File: src/rtl/stream_demux_reg.sv
// Registered 1-to-N valid/ready demultiplexer with a single-entry output buffer.
// Items whose select names no channel are dropped and counted.
module stream_demux_reg #(
  parameter int W     = 8,
  parameter int N_OUT = 4,
  parameter int CNT_W = 8,
  localparam int SEL_W = $clog2(N_OUT)
) (
  input  logic             clk,
  input  logic             rst,
  input  logic             up_valid,
  output logic             up_ready,
  input  logic [W-1:0]     up_data,
  input  logic [SEL_W-1:0] up_sel,
  output logic [N_OUT-1:0] down_valid,
  input  logic [N_OUT-1:0] down_ready,
  output logic [W-1:0]     down_data,
  output logic             bad_sel,
  output logic [CNT_W-1:0] drop_cnt
);

  localparam logic [SEL_W:0] N_OUT_EXT = (SEL_W + 1)'(N_OUT);

  logic             full_q;
  logic [SEL_W-1:0] dest_q;
  logic [W-1:0]     data_q;
  logic             drain;
  logic             accept;
  logic             sel_ok;

  always_comb begin
    down_valid = '0;
    for (int i = 0; i < N_OUT; i++) begin
      down_valid[i] = full_q && (dest_q == SEL_W'(i));
    end
  end

  // Only the addressed channel's ready can drain the buffer.
  assign drain     = |(down_valid & down_ready);
  assign up_ready  = !full_q || drain;
  assign accept    = up_valid && up_ready;
  assign sel_ok    = {1'b0, up_sel} < N_OUT_EXT;
  assign down_data = data_q;

  always_ff @(posedge clk or posedge rst) begin
    if (rst) begin
      full_q   <= 1'b0;
      dest_q   <= '0;
      data_q   <= '0;
      bad_sel  <= 1'b0;
      drop_cnt <= '0;
    end else begin
      bad_sel <= 1'b0;
      if (accept && sel_ok) begin
        full_q <= 1'b1;
        dest_q <= up_sel;
        data_q <= up_data;
      end else begin
        if (drain) begin
          full_q <= 1'b0;
        end
        if (accept) begin
          bad_sel <= 1'b1;
          if (drop_cnt != '1) begin
            drop_cnt <= drop_cnt + 1'b1;
          end
        end
      end
    end
  end

endmodule

File: config.mk
export PLATFORM = sky130hd
export DESIGN_NAME = stream_demux_reg
export DESIGN_NICKNAME = d
export VERILOG_FILES = /design/src/rtl/stream_demux_reg.sv
export SDC_FILE = /design/constraint.sdc
export NUM_CORES = 1
export LEC_CHECK = 0
export BUFFER_PORTS_ARGS = -buffer_cell sky130_fd_sc_hd__buf_2
export CELL_PAD_IN_SITES_DETAIL_PLACEMENT = 1
export CELL_PAD_IN_SITES_GLOBAL_PLACEMENT = 1
export CORE_MARGIN = 2
export CORE_UTILIZATION = 31
export DETAILED_ROUTE_END_ITERATION = 10
export PLACE_DENSITY_LB_ADDON = 0.1
export SLEW_MARGIN = 20
export SYNTH_ARGS = -nofsm -noshare
export SYNTH_HDL_FRONTEND = slang
export SYNTH_SLANG_ARGS = --single-unit
File: constraint.sdc
create_clock -name clk -period 2.4 [get_ports clk]
set_input_delay 0 -clock clk [delete_from_list [all_inputs] [get_ports clk]]
set_output_delay 0 -clock clk [all_outputs]
set_load 0.005 [all_outputs]
# --- Word-level counts from Yosys, hierarchy flattened ---
# Cells that the tools add are included.
word_totals:
  regBits: 11
  latchBits: 0
  ramBits: 0
  rom_bits: 0
  memories: 0
op_classes:
  n_addsub: 0
  n_mul: 0
  div_mod_pow: 0
  magnitude_cmp: 0
  eq_ne: 3
  shift: 0
  muxes: 2
  bitwise_logic: 1
  n_reduce_logical: 10
ops:
  columns: ["operator", "count"]
  rows:
  - ["$logic_and 1x1->1", 5]
  - ["$and 4x4->4", 1]
  - ["$eq 2x2->1 const B", 2]
  - ["$reduce_or 4->1", 1]
  - ["$eq 2x1->1 const B", 1]
  - ["$logic_not 2->1", 1]
  - ["$mux 1", 2]
  - ["$reduce_bool 2->1", 1]
  - ["$logic_not 1->1", 1]
  - ["$logic_or 1x1->1", 1]

# --- Depth between registers and ports, before layout ---
depth:
  depth_word: 7
  depth_mapped: 3
  mapped_depth_nobuf: 3

# --- Worst setup path before layout ---
# OpenSTA, ideal clock, no wires.
synth_path:
  path_type: "reg-to-reg"
  from: "register dest_q[1]"
  to: "register dest_q[1]"
  arrival_ps: 1401
  slack_ps: 874
  stages_incl_launch_ff: 4
  cell_sequence: "dfrtp_1 -> mux2_4 -> o221ai_4 -> mux2_2"
synth_between:
  elab_chain_cells: 6
synth_lines:
  columns: ["element", "line_no", "rtl"]
  rows:
  - ["from (decl)", "25", "logic [SEL_W-1:0] dest_q;"]
  - ["from (signal assigned)", "56", "dest_q <= up_sel;"]
  - ["$eq 2x1->1, or another cell as far along", "34", "down_valid[i] = full_q && (dest_q == SEL_W'(i));"]
  - ["$logic_and 1x1->1", "34", null]
  - ["$and 4x4->4 (*)", "39", "assign drain = |(down_valid & down_ready);"]
  - ["$reduce_or 4->1 (*)", "39", null]
  - ["$logic_or 1x1->1 (*)", "40", "assign up_ready = !full_q || drain;"]
  - ["$logic_and 1x1->1 (*)", "41", "assign accept = up_valid && up_ready;"]
# Every way passes the cells marked *; elsewhere a longest branch is shown, timed or not.
# A chain may end at the register's enable or synchronous reset.

# --- Worst setup path after layout ---
layout_path:
  from: "register dest_q[1]"
  to: "register data_q[5] (netlist: down_data[5])"
layout_between:
  elab_chain_cells: 6
layout_lines:
  columns: ["element", "line_no", "rtl"]
  rows:
  - ["$eq 2x1->1, or another cell as far along", "34", null]
  - ["$logic_and 1x1->1", "34", null]
  - ["$and 4x4->4 (*)", "39", null]
  - ["$reduce_or 4->1 (*)", "39", null]
  - ["$logic_or 1x1->1 (*)", "40", null]
  - ["$logic_and 1x1->1 (*)", "41", null]
  - ["to (signal assigned)", "57", "data_q <= up_data;"]
  - ["to (decl)", "26", "logic [W-1:0] data_q;"]
# Marked as above.

==> metrics.cfg <==
[worst_hold_path]
hold_path_class=input pin to register
hp-start=down_ready[1]
hold_depth=4
hold_path_end=full_q

[place]
place_ws_ns=0.730
dp_cells=100
port-buffer-count=29
dpl_cell_area_sq_um=716
gp_congestion=0.660

[detailed_routing]
routedWlPerCell_um=11.1
first_iter_violations=1
antenna_left=0
routed_wirelength_um=1290
drc=0
vias_per_cell=4.12
dr.pass1.iters=4
num_vias=478

[finish]
layout_commonest_cell=buf_2
antenna_cells=0
final_area_sq_um=863
drive_gt1_frac=0.505
syn_to_final_growth_pct=49.7
finalCoreUtilization=0.495
layout_common_cells=29 x buf_2, 12 x dlygate4sd3_1, 11 x dfrtp_1
layout.nets=109
stdcell_count=116

[clocking]
clock_latency_ns=0.27
cts_max_level=1
cts_buffer_depth=2
cts.reportedPaths.clkPinSlew_ns=0.07
cts.sinks=11
cts_tree=yes
cts_made_buffers=3
cts_root_buf=clkbuf_4
post_cts_resized=0

[power]
power.total_mw=0.730
power_density_nw_per_um2=846
p_leak_nw=0.441
ir_drop_v=0.000424

[floorplan]
die-area_sq_um=2220
num_rows=15
core_area_sq_um=1750
die_y_um=47.1
initial_core_util=0.330
ioPinCount=39
fp.dieW_um=47.1

[global_route]
grt_use_met1=0.141
met2_usage=0.258
grt_busiest_layer=met2
grt_pass1_wl_um=2040
grt_overflow=0
grtUsageTotal=0.135
use_met3=0.0577
grt_max_degree=12
grt_pass1_vias=493
antenna_found_initial=0

[synthesis]
syn_avg_cell_area_sq_um=12.3
synthesis.area_sq_um=577
yosysWarningCount=0
seq_area_frac_synth=0.477
ys_types=13
synth_seq_cells=11
netlist_instances=47

[worst_setup_path]
end_kind=register
required_ns=2.56
start_kind=register
rr_worst_depth=3
crit_chain=mux2_4 -> o221ai_4 -> mux2_2
reg2reg_from=dest_q[1]
crit_fanout=9
cpMaxStageDelayCell=dfrtp_1
critPathTopFamily=multiplexers
slowest_delay_ns=0.47
worstSetupPathType=register to register
rrSetupSlack_ns=0.75
critPathBufInv=0
worstReg2RegEnd=down_data[5]
arrival_ns=1.81

[sta]
totalNegativeSetupSlack_ns=0
setup_viol=0
period_share=0.688
hold_viol_final=0
slew_viol_final=0
whs_ns=0.184
rsz0062_at_grt=no
clock_skew_ns=0.00127
min_period_ns=1.65
fmax_ghz=0.605
worst_slack_ns=0.748

[flow_run]
drv_cap=0

[run_status]
status=finished clean

what timing repair did:
item                      in CTS  in global routing
hold endpoints to repair      22                  0
hold buffers                  12                  0
setup buffers                  0                  0
cells in the mapped netlist (all sizes together):
library cell,count,share of area
inv,3,0.020
nand2,1,0.0065
mux2,11,0.23
dfrtp,11,0.48
o22a,1,0.017
o21ai,2,0.017
conb,1,0.0065
mux2i,1,0.017
nor2,4,0.026
nand2b,2,0.022
o221ai,1,0.046
buf,9,0.12
worst max-delay path by stage:
stage / endpoint / from / slack, ns / cells past startpoint
after floorplan: dest_q[1] / dest_q[1] / 0.87 / 3
after detailed placement: down_data[5] / dest_q[1] / 0.73 / 3
after global placement: down_data[1] / dest_q[1] / 0.76 / 3
after CTS: down_data[5] / dest_q[1] / 0.72 / 3
final: down_data[5] / dest_q[1] / 0.75 / 3
after global routing: down_data[1] / dest_q[1] / 0.66 / 3
power breakdown:
group | internal [mW] | switching, mW
logic | 0.176 | 0.127
clock network | 0.0617 | 0.0659
registers | 0.256 | 0.0448
total | 0.493 | 0.237
logic make-up (layout without fill, tap and decap cells):
family,count (synthesis),after routing,share of synthesized area
compound gates,4,4,0.0803
mux,12,12,0.245
buf+inv,12,48,0.137
other cells,1,9,0.00650
flops,11,11,0.477
simple gates,7,7,0.0542
flip-flops by register name, indices dropped and copies added (netlist names):
| register | count |
|---|---|
| down_data | 8 |
| dest_q | 2 |
| full_q | 1 |
per-layer routing:
| metal | wire [um] | share of wire | vias up |
|---|---|---|---|
| met5 | 0 | 0 | - |
| met4 | 0 | 0 | 0 |
| met3 | 84 | 0.065 | 0 |
| met2 | 753 | 0.59 | 21 |
| met1 | 446 | 0.35 | 227 |
| li1 | - | - | 230 |
final cells by class:
type	count	area, sq um
clock buffer	3	22.5
clock inverter	1	5.00
fill	208	882
inverter	3	11.3
multi-input combinational	32	253
sequential	11	275
tap	25	31.3
timing repair buffer	41	265
worst min-delay path, stage by stage:
cell      delay, ns
buf_2          0.07
mux2_4         0.16
o22a_2         0.13
nand2b_1       0.05
(Power assumes the default switching activity.)
